### config.mk
export PLATFORM = sky130hd
export DESIGN_NAME = bcd_conv_scheduler
export DESIGN_NICKNAME = d
export VERILOG_FILES = /design/src/rtl/bcd_conv_scheduler_pkg.sv /design/src/rtl/bcd_conv_scheduler_rr_arbiter.sv /design/src/rtl/bcd_conv_scheduler.sv
export SDC_FILE = /design/constraint.sdc
export NUM_CORES = 1
export LEC_CHECK = 0
export BUFFER_PORTS_ARGS = -buffer_cell sky130_fd_sc_hd__buf_2
export CAP_MARGIN = 20
export CORE_MARGIN = 2
export CORE_UTILIZATION = 54
export CTS_BUF_LIST = sky130_fd_sc_hd__clkbuf_4
export DETAILED_ROUTE_END_ITERATION = 16
export PLACE_DENSITY = 0.88
export SYNTH_ARGS = -nofsm -noshare
export SYNTH_HDL_FRONTEND = slang
export SYNTH_SLANG_ARGS = --single-unit
### constraint.sdc
create_clock -name clk -period 5.1 [get_ports clk]
set_input_delay 0.255 -clock clk [delete_from_list [all_inputs] [get_ports clk]]
set_output_delay 0.255 -clock clk [all_outputs]
set_load 0.02 [all_outputs]
### src/rtl/bcd_conv_scheduler_pkg.sv
// Shared definitions for the BCD conversion scheduler: default sizes,
// FSM state encoding and a small nibble-check helper.
package bcd_conv_scheduler_pkg;

    localparam int DEF_N_REQ      = 3;
    localparam int DEF_BIN_W      = 16;
    localparam int DEF_DIGITS     = 6;
    localparam int DEF_SETTLE_CYC = 2;
    localparam int DEF_BCD_W      = DEF_DIGITS * 4;

    typedef enum logic [1:0] {
        S_IDLE = 2'd0,
        S_WAIT = 2'd1,
        S_DONE = 2'd2
    } state_t;

    // A BCD nibble above 9 means the converter produced garbage.
    function automatic logic nibble_bad(input logic [3:0] nib);
        return nib > 4'd9;
    endfunction

endpackage

### src/rtl/bcd_conv_scheduler_rr_arbiter.sv
// Combinational round-robin grant selection: returns the first active
// request at or after rr_ptr, wrapping modulo N_REQ.
module rr_arbiter #(
    parameter int N_REQ = 3,
    parameter int IDX_W = (N_REQ > 1) ? $clog2(N_REQ) : 1
) (
    input  logic [N_REQ-1:0] req,
    input  logic [IDX_W-1:0] rr_ptr,
    output logic [IDX_W-1:0] gnt_idx,
    output logic             gnt_any
);

    int               slot;
    logic [IDX_W-1:0] slot_idx;

    // Scan from farthest to nearest so the slot closest to rr_ptr wins last.
    always_comb begin
        gnt_idx  = '0;
        gnt_any  = 1'b0;
        slot     = 0;
        slot_idx = '0;
        for (int i = N_REQ - 1; i >= 0; i--) begin
            slot     = (int'(rr_ptr) + i) % N_REQ;
            slot_idx = IDX_W'(slot);
            if (req[slot_idx]) begin
                gnt_idx = slot_idx;
                gnt_any = 1'b1;
            end
        end
    end

endmodule

### src/rtl/bcd_conv_scheduler.sv
// Time-shares one external binary-to-BCD converter among N_REQ requesters,
// granting round-robin and giving the converter SETTLE_CYC clocks per job.
module bcd_conv_scheduler
    import bcd_conv_scheduler_pkg::*;
#(
    parameter int N_REQ      = DEF_N_REQ,
    parameter int BIN_W      = DEF_BIN_W,
    parameter int DIGITS     = DEF_DIGITS,
    parameter int SETTLE_CYC = DEF_SETTLE_CYC
) (
    input  logic                        clk,
    input  logic                        rst,
    input  logic [N_REQ-1:0]            req,
    input  logic [N_REQ*BIN_W-1:0]      value_flat,
    output logic [N_REQ-1:0]            ack,
    output logic [BIN_W-1:0]            conv_bin,
    input  logic [DIGITS*4-1:0]         conv_bcd,
    output logic [N_REQ*DIGITS*4-1:0]   result_flat,
    output logic [N_REQ-1:0]            result_vld,
    output logic                        busy,
    output logic                        conv_err
);

    localparam int BCD_W = DIGITS * 4;
    localparam int IDX_W = (N_REQ > 1) ? $clog2(N_REQ) : 1;
    localparam int CNT_W = (SETTLE_CYC > 1) ? $clog2(SETTLE_CYC) : 1;

    localparam logic [CNT_W-1:0] CNT_INIT = CNT_W'(SETTLE_CYC - 1);
    localparam logic [IDX_W-1:0] LAST_IDX = IDX_W'(N_REQ - 1);

    state_t                       state;
    state_t                       state_next;
    logic [IDX_W-1:0]             gnt;
    logic [IDX_W-1:0]             rr_ptr;
    logic [IDX_W-1:0]             arb_idx;
    logic                         arb_any;
    logic [CNT_W-1:0]             cnt;
    logic                         load;
    logic                         capture;
    logic                         bcd_bad;
    logic [N_REQ-1:0][BCD_W-1:0]  result_q;

    rr_arbiter #(
        .N_REQ (N_REQ),
        .IDX_W (IDX_W)
    ) u_arb (
        .req     (req),
        .rr_ptr  (rr_ptr),
        .gnt_idx (arb_idx),
        .gnt_any (arb_any)
    );

    // Next-state logic: one grant per idle visit, fixed settle time, one capture cycle.
    always_comb begin
        state_next = state;
        load       = 1'b0;
        capture    = 1'b0;
        case (state)
            S_IDLE: begin
                if (arb_any) begin
                    load       = 1'b1;
                    state_next = S_WAIT;
                end
            end
            S_WAIT: begin
                if (cnt == '0) begin
                    state_next = S_DONE;
                end
            end
            S_DONE: begin
                capture    = 1'b1;
                state_next = S_IDLE;
            end
            default: state_next = S_IDLE;
        endcase
    end

    // Acknowledge only the granted requester, and only during the capture cycle.
    always_comb begin
        ack = '0;
        for (int k = 0; k < N_REQ; k++) begin
            if (capture && (gnt == IDX_W'(k))) begin
                ack[k] = 1'b1;
            end
        end
    end

    // Flag any converter digit that is not a legal BCD value.
    always_comb begin
        bcd_bad = 1'b0;
        for (int d = 0; d < DIGITS; d++) begin
            if (nibble_bad(conv_bcd[d*4 +: 4])) begin
                bcd_bad = 1'b1;
            end
        end
    end

    // State register.
    always_ff @(posedge clk or posedge rst) begin
        if (rst) begin
            state <= S_IDLE;
        end else begin
            state <= state_next;
        end
    end

    // Latch the operand and grant at grant time, then count down the settle window.
    always_ff @(posedge clk or posedge rst) begin
        if (rst) begin
            conv_bin <= '0;
            gnt      <= '0;
            cnt      <= '0;
        end else if (load) begin
            conv_bin <= value_flat[int'(arb_idx)*BIN_W +: BIN_W];
            gnt      <= arb_idx;
            cnt      <= CNT_INIT;
        end else if ((state == S_WAIT) && (cnt != '0)) begin
            cnt <= cnt - 1'b1;
        end
    end

    // Capture the settled result into the granted slot and advance the round-robin pointer.
    always_ff @(posedge clk or posedge rst) begin
        if (rst) begin
            result_q   <= '0;
            result_vld <= '0;
            conv_err   <= 1'b0;
            rr_ptr     <= '0;
        end else if (capture) begin
            for (int k = 0; k < N_REQ; k++) begin
                if (gnt == IDX_W'(k)) begin
                    result_q[k]   <= conv_bcd;
                    result_vld[k] <= 1'b1;
                end
            end
            rr_ptr <= (gnt == LAST_IDX) ? '0 : gnt + 1'b1;
            if (bcd_bad) begin
                conv_err <= 1'b1;
            end
        end
    end

    assign result_flat = result_q;
    assign busy        = (state == S_WAIT) || (state == S_DONE);

endmodule

# After elaboration in Yosys (flattened, before gate mapping)
# Cells that the tools add are included.
dict set report classes {
  div 3
  mux 30
  eq_ne 6
  add_sub_neg 4
  n_reduce_logical 13
  shifts 1
  n_lt_le_gt_ge 9
}
# op n
set ops {}
lappend ops {{modulo 32 x 3 -> 32 bit, second input constant} 2}
lappend ops {{indexed part select 48 x 7 -> 16 bit} 1}
lappend ops {{modulo 3 x 3 -> 32 bit, second input constant} 1}
lappend ops {{greater-than comparator 4 bit, second input constant} 6}
lappend ops {{two-way mux 1 bit} 20}
lappend ops {{two-way mux 2 bit} 6}
lappend ops {{AND reduction 2 bit} 5}
lappend ops {{less-than comparator 2 x 3 -> 1 bit, second input constant} 3}
lappend ops {{binary-select mux 1 bit (select 2 bit)} 3}
lappend ops {{equality test 2 x 1 -> 1 bit, second input constant} 2}
lappend ops {{equality test 2 bit, second input constant} 2}
lappend ops {{logical AND 1 bit} 4}
lappend ops {{zero test 2 bit} 2}
lappend ops {{inequality test 2 bit, second input constant} 2}
lappend ops {{one-hot mux 2 bit (2 select lines)} 1}
lappend ops {{adder 2 x 1 -> 3 bit, second input constant} 1}
lappend ops {{adder 2 x 2 -> 3 bit, second input constant} 1}
lappend ops {{adder 2 x 1 -> 2 bit, second input constant} 1}
lappend ops {{nonzero test 2 bit} 1}
lappend ops {{logical OR 1 bit} 1}
lappend ops {{subtractor 1 bit, second input constant} 1}
dict set report totals {
  elab_cells 78
  input_bits 77
  reg_bits 99
}

# Longest topological paths before layout
dict set report logic_depth {
  depth_word 10
  depth_mapped 10
  depth_no_buf 7
}

# Hierarchy
# A second synthesis with hierarchy kept.
dict set report unflattened {
  cells_unflattened 318
  area_unflattened_um2 4355.4
}
# mod area_each_um2 instances seq_area_each_um2 cells_per_inst
set modules_own_cells {}
lappend modules_own_cells {bcd_conv_scheduler 4132.7 1 2477.4 289}
lappend modules_own_cells {rr_arbiter 222.7 1 0.0 29}

# Worst setup path after synthesis
# OpenSTA, ideal clock, no wires.
dict set report synth_path {
  path_kind {register -> register}
  start {register rr_ptr[0]}
  end {register conv_bin[10]}
  arrival_time_ps 1832
  slack_ps 3141
  path_stages_with_launch 9
  setup_time_ps 127
  path_buffers 2
  path_cell_list {dfrtp_1 -> inv_1 -> ha_1 -> maj3_2 -> o221ai_1 -> buf_4 -> buf_8 -> mux2i_1 -> o211ai_2}
}
dict set report synth_via {
  elab_chain_cells 9
  elab_cells_between_ends 20
  cone_classes {add/sub (2); div (3); shift (1); mux (14)}
}
# item line_no
set synth_rtl {}
lappend synth_rtl {{start, declared} bcd_conv_scheduler.sv:34} ;# logic [IDX_W-1:0] rr_ptr;
lappend synth_rtl {{start signal, assigned} bcd_conv_scheduler.sv:136} ;# rr_ptr <= (gnt == LAST_IDX) ? '0 : gnt + 1'b1;
lappend synth_rtl {{branches (longest 9 deep; another with modulo 32 x 3 -> 32 bit)} -}
lappend synth_rtl {{end signal, assigned} bcd_conv_scheduler.sv:114} ;# conv_bin <= value_flat[int'(arb_idx)*BIN_W +: BIN_W];
lappend synth_rtl {{end, declared} bcd_conv_scheduler.sv:16} ;# output logic [BIN_W-1:0] conv_bin,
# Several ways; the timed one is not identified. The select of a mux whose other input is x is not followed.
# A chain may end at the register's enable or synchronous reset.

# Final worst setup path
dict set report layout_path {
  start {register state[0]}
  end {output port ack[0]}
}
dict set report layout_via {
  elab_chain_cells 4
}
# item line_no
set layout_rtl {}
lappend layout_rtl {{start, declared} bcd_conv_scheduler.sv:31} ;# state_t state;
lappend layout_rtl {{start signal, assigned} bcd_conv_scheduler.sv:103} ;# state <= state_next;
lappend layout_rtl {{equality test 2 bit} bcd_conv_scheduler.sv:58} ;# case (state)
lappend layout_rtl {{two-way mux 1 bit} bcd_conv_scheduler.sv:58}
lappend layout_rtl {{logical AND 1 bit} bcd_conv_scheduler.sv:82} ;# if (capture && (gnt == IDX_W'(k))) begin
lappend layout_rtl {{two-way mux 1 bit} bcd_conv_scheduler.sv:82}
lappend layout_rtl {{end, declared} bcd_conv_scheduler.sv:15} ;# output logic [N_REQ-1:0] ack,
# No other way between the ends.

==> flow_summary.ini <==
[setup_path]
slowest_stage = nor3b_2
r2r_cells = 6
crit_fanout = 18
critPathKind = reg2out
path_cells = inv_1 > ha_1 > nor3b_2 > buf_4 > buf_2
r2r_setup_slack_ps = 2630
cp_num_buf_inv = 3
crit_cells = 5
startpoint_type = register
required_ps = 4850
arrival_ps = 2570
path_delay_family = simple AND/OR/NAND/NOR gates
r2r-start = rr_ptr[0]
endpoint_kind = output pin
reg2reg_to = conv_bin[0]
max_stage_delay_ps = 710
startpoint = state[0]
endpoint = ack[0]

[global_routing]
antenna_found_initial = 0
grt_start_max_net_pins = 54
grt_pass1_wl_mm = 18.05
grt.overflow.total = 0
grt_pass1_vias = 3731
globalRouteTotalUtil_pct = 26.86

[detailed_routing]
drt_iter0_drc = 122
vias = 3658
wire_per_inst_um = 16.17
wirelength_mm = 11.24
viasPerCell = 5.263
first_pass_iters = 4
detail-route-antenna-nets = 0
drcViolationCount = 0

[logic_synthesis]
synth_seq_cells = 99
syn_area_sq_um = 4283
synth_cells = 414
avgSynthCellArea_sq_um = 10.35
synth_nets = 497
synth_ff_type = dfrtp_1
ys_types = 34
synth_edf_count = 0
async_flop_share_pct = 100.0
yosysWarningCount = 0
synth.yosys.seq_area_share_pct = 57.84

[clock_network]
post_cts_resized = 0
clock_latency_ps = 460
cts_tree = done
clockBufferDepth = 2
path_clk_slew_ps = 180
cts_buffers = 9
postCtsHoldBufs = 6
cts_setup_buffers = 0
cts.sinks = 99
ctsHtreeMaxLevel = 3
clockRootBuffer = clkbuf_4

[sta]
setup_viol_count_final = 0
worst_pin_slew_ps = 836.2
slew_headroom_pct = 44.09
drv_slew = 0
fmax_ghz = 0.3542
fin_hold_ws_ps = 13.04
hold_viol = 0
setup_tns_ps = 0
grt_setup_unrepaired = false
clock-skew-final_ps = 29.99
period_needed_ps = 2823
period_share_pct = 55.36

[cells_and_area]
drive_gt1_share_pct = 40.30
nNetsFinal = 671
final_util_pct = 70.56
final_common_cell = buf_2
final_cell_mix = buf_2, nand2_1, dfrtp_1, mux2_2, nand3_1
diodes = 0
syn2layout_area_growth_pct = 26.64
final_cells = 695

[placed_design]
place_hpwl_mm = 8.087
io_buffers = 172
finalWeightedCongestion = 0.8017
placed_cells = 673

[pwr]
power_w = 0.003700
p_per_area_nw_per_um2 = 682.2
irDropWorstVdd_uv = 337.9
p_leak_nw = 2.902

[floorplan]
rows = 32
die_w_um = 93.06
die_area_sq_um = 8659
core_sq_um = 7687
ioPinCount = 173
initial_core_util_pct = 55.71
dieHeight_um = 93.06

[outcome]
outcome = completed

[flow_run]
max-cap-violations = 0

[hold_path]
hp-class = in2reg
layout make-up:
cell class,count,area [sq um]
multi-input cells,285,1658
flip-flops and latches,99,2477
repair buffers,183,958.4
clock buffers,9,67.56
fillers,594,2263
clock inverters,7,95.09
well taps,102,127.6
inverters,10,40.04
through the flow:
step	setup slack (ps)	cell area, sq um
3_5_place_dp	2698	5201
3_3_place_gp	2856	5201
5_1_grt	2082	5424
4_1_cts	2254	5424
6_report	2277	5424
2_1_floorplan	2255	4283
kinds of logic (layout without fill, tap and decap cells):
kind of cell               count (synthesis)  count (layout)  synth area share (%)
buffers and inverters                     30             209                 3.710
AOI/OAI and AO/OA                         38              38                 7.099
muxes                                     41              41                 10.31
and+or+nand+nor                          199             199                 19.02
DFF                                       99              99                 57.84
adders and majority gates                  7               7                 2.016
worst min-delay path by stage:
stage,from,to,cells past startpoint
5_1_grt,conv_bcd[10],result_flat[58],3
3_3_place_gp,rst,result_vld[0],2
2_1_floorplan,conv_bcd[0],result_flat[24],2
6_report,conv_bcd[10],result_flat[34],3
4_1_cts,conv_bcd[10],result_flat[34],3
3_5_place_dp,rst,result_vld[0],2
Yosys cell counts (2+ instances only):
cell | number | area (sq um)
o211ai_1 | 8 | 60.06
buf_8 | 2 | 30.03
o21ai_2 | 2 | 17.52
buf_6 | 2 | 22.52
nand3b_1 | 2 | 15.01
inv_1 | 8 | 30.03
nand2_1 | 167 | 626.9
nand2b_1 | 3 | 18.77
mux2_2 | 25 | 281.5
buf_2 | 4 | 20.02
clkbuf_1 | 10 | 37.54
inv_2 | 2 | 7.510
nand4_1 | 2 | 12.51
a21oi_1 | 4 | 20.02
ha_1 | 6 | 75.07
nand3_1 | 18 | 90.09
o21ai_0 | 10 | 50.05
dfrtp_1 | 99 | 2477
mux2i_1 | 16 | 160.2
o211ai_2 | 10 | 125.1
power by group:
part           leakage [nW]  internal [W]  switching (W)
logic                  1.65      0.000673        0.00118
registers              1.17       0.00118       0.000218
clock network        0.0873      0.000164       0.000289
per-layer routing:
| layer | wire (um) | up-vias | global-route usage (%) |
|---|---|---|---|
| met3 | 1003 | 22 | 5.721 |
| met1 | 4350 | 1743 | 33.39 |
| met5 | 0 | - | 0 |
| li1 | - | 1716 | - |
| met4 | 228 | 0 | 10.54 |
| met2 | 5657 | 177 | 46.14 |
sequential cells by signal (all words and copies together), names as in the netlist:
name and count:
conv_bin 16, state 2, conv_err 1, result_flat 72, result_vld 3, cnt 1, gnt 2, rr_ptr 2
worst reg2reg max path, stage by stage (launching register included):
cell	delay (ps)
dfrtp_1	390
inv_1	60
ha_1	390
o211ai_1	290
and4_1	700
nand2b_4	290
o211ai_1	260
(Power assumes the default switching activity.)
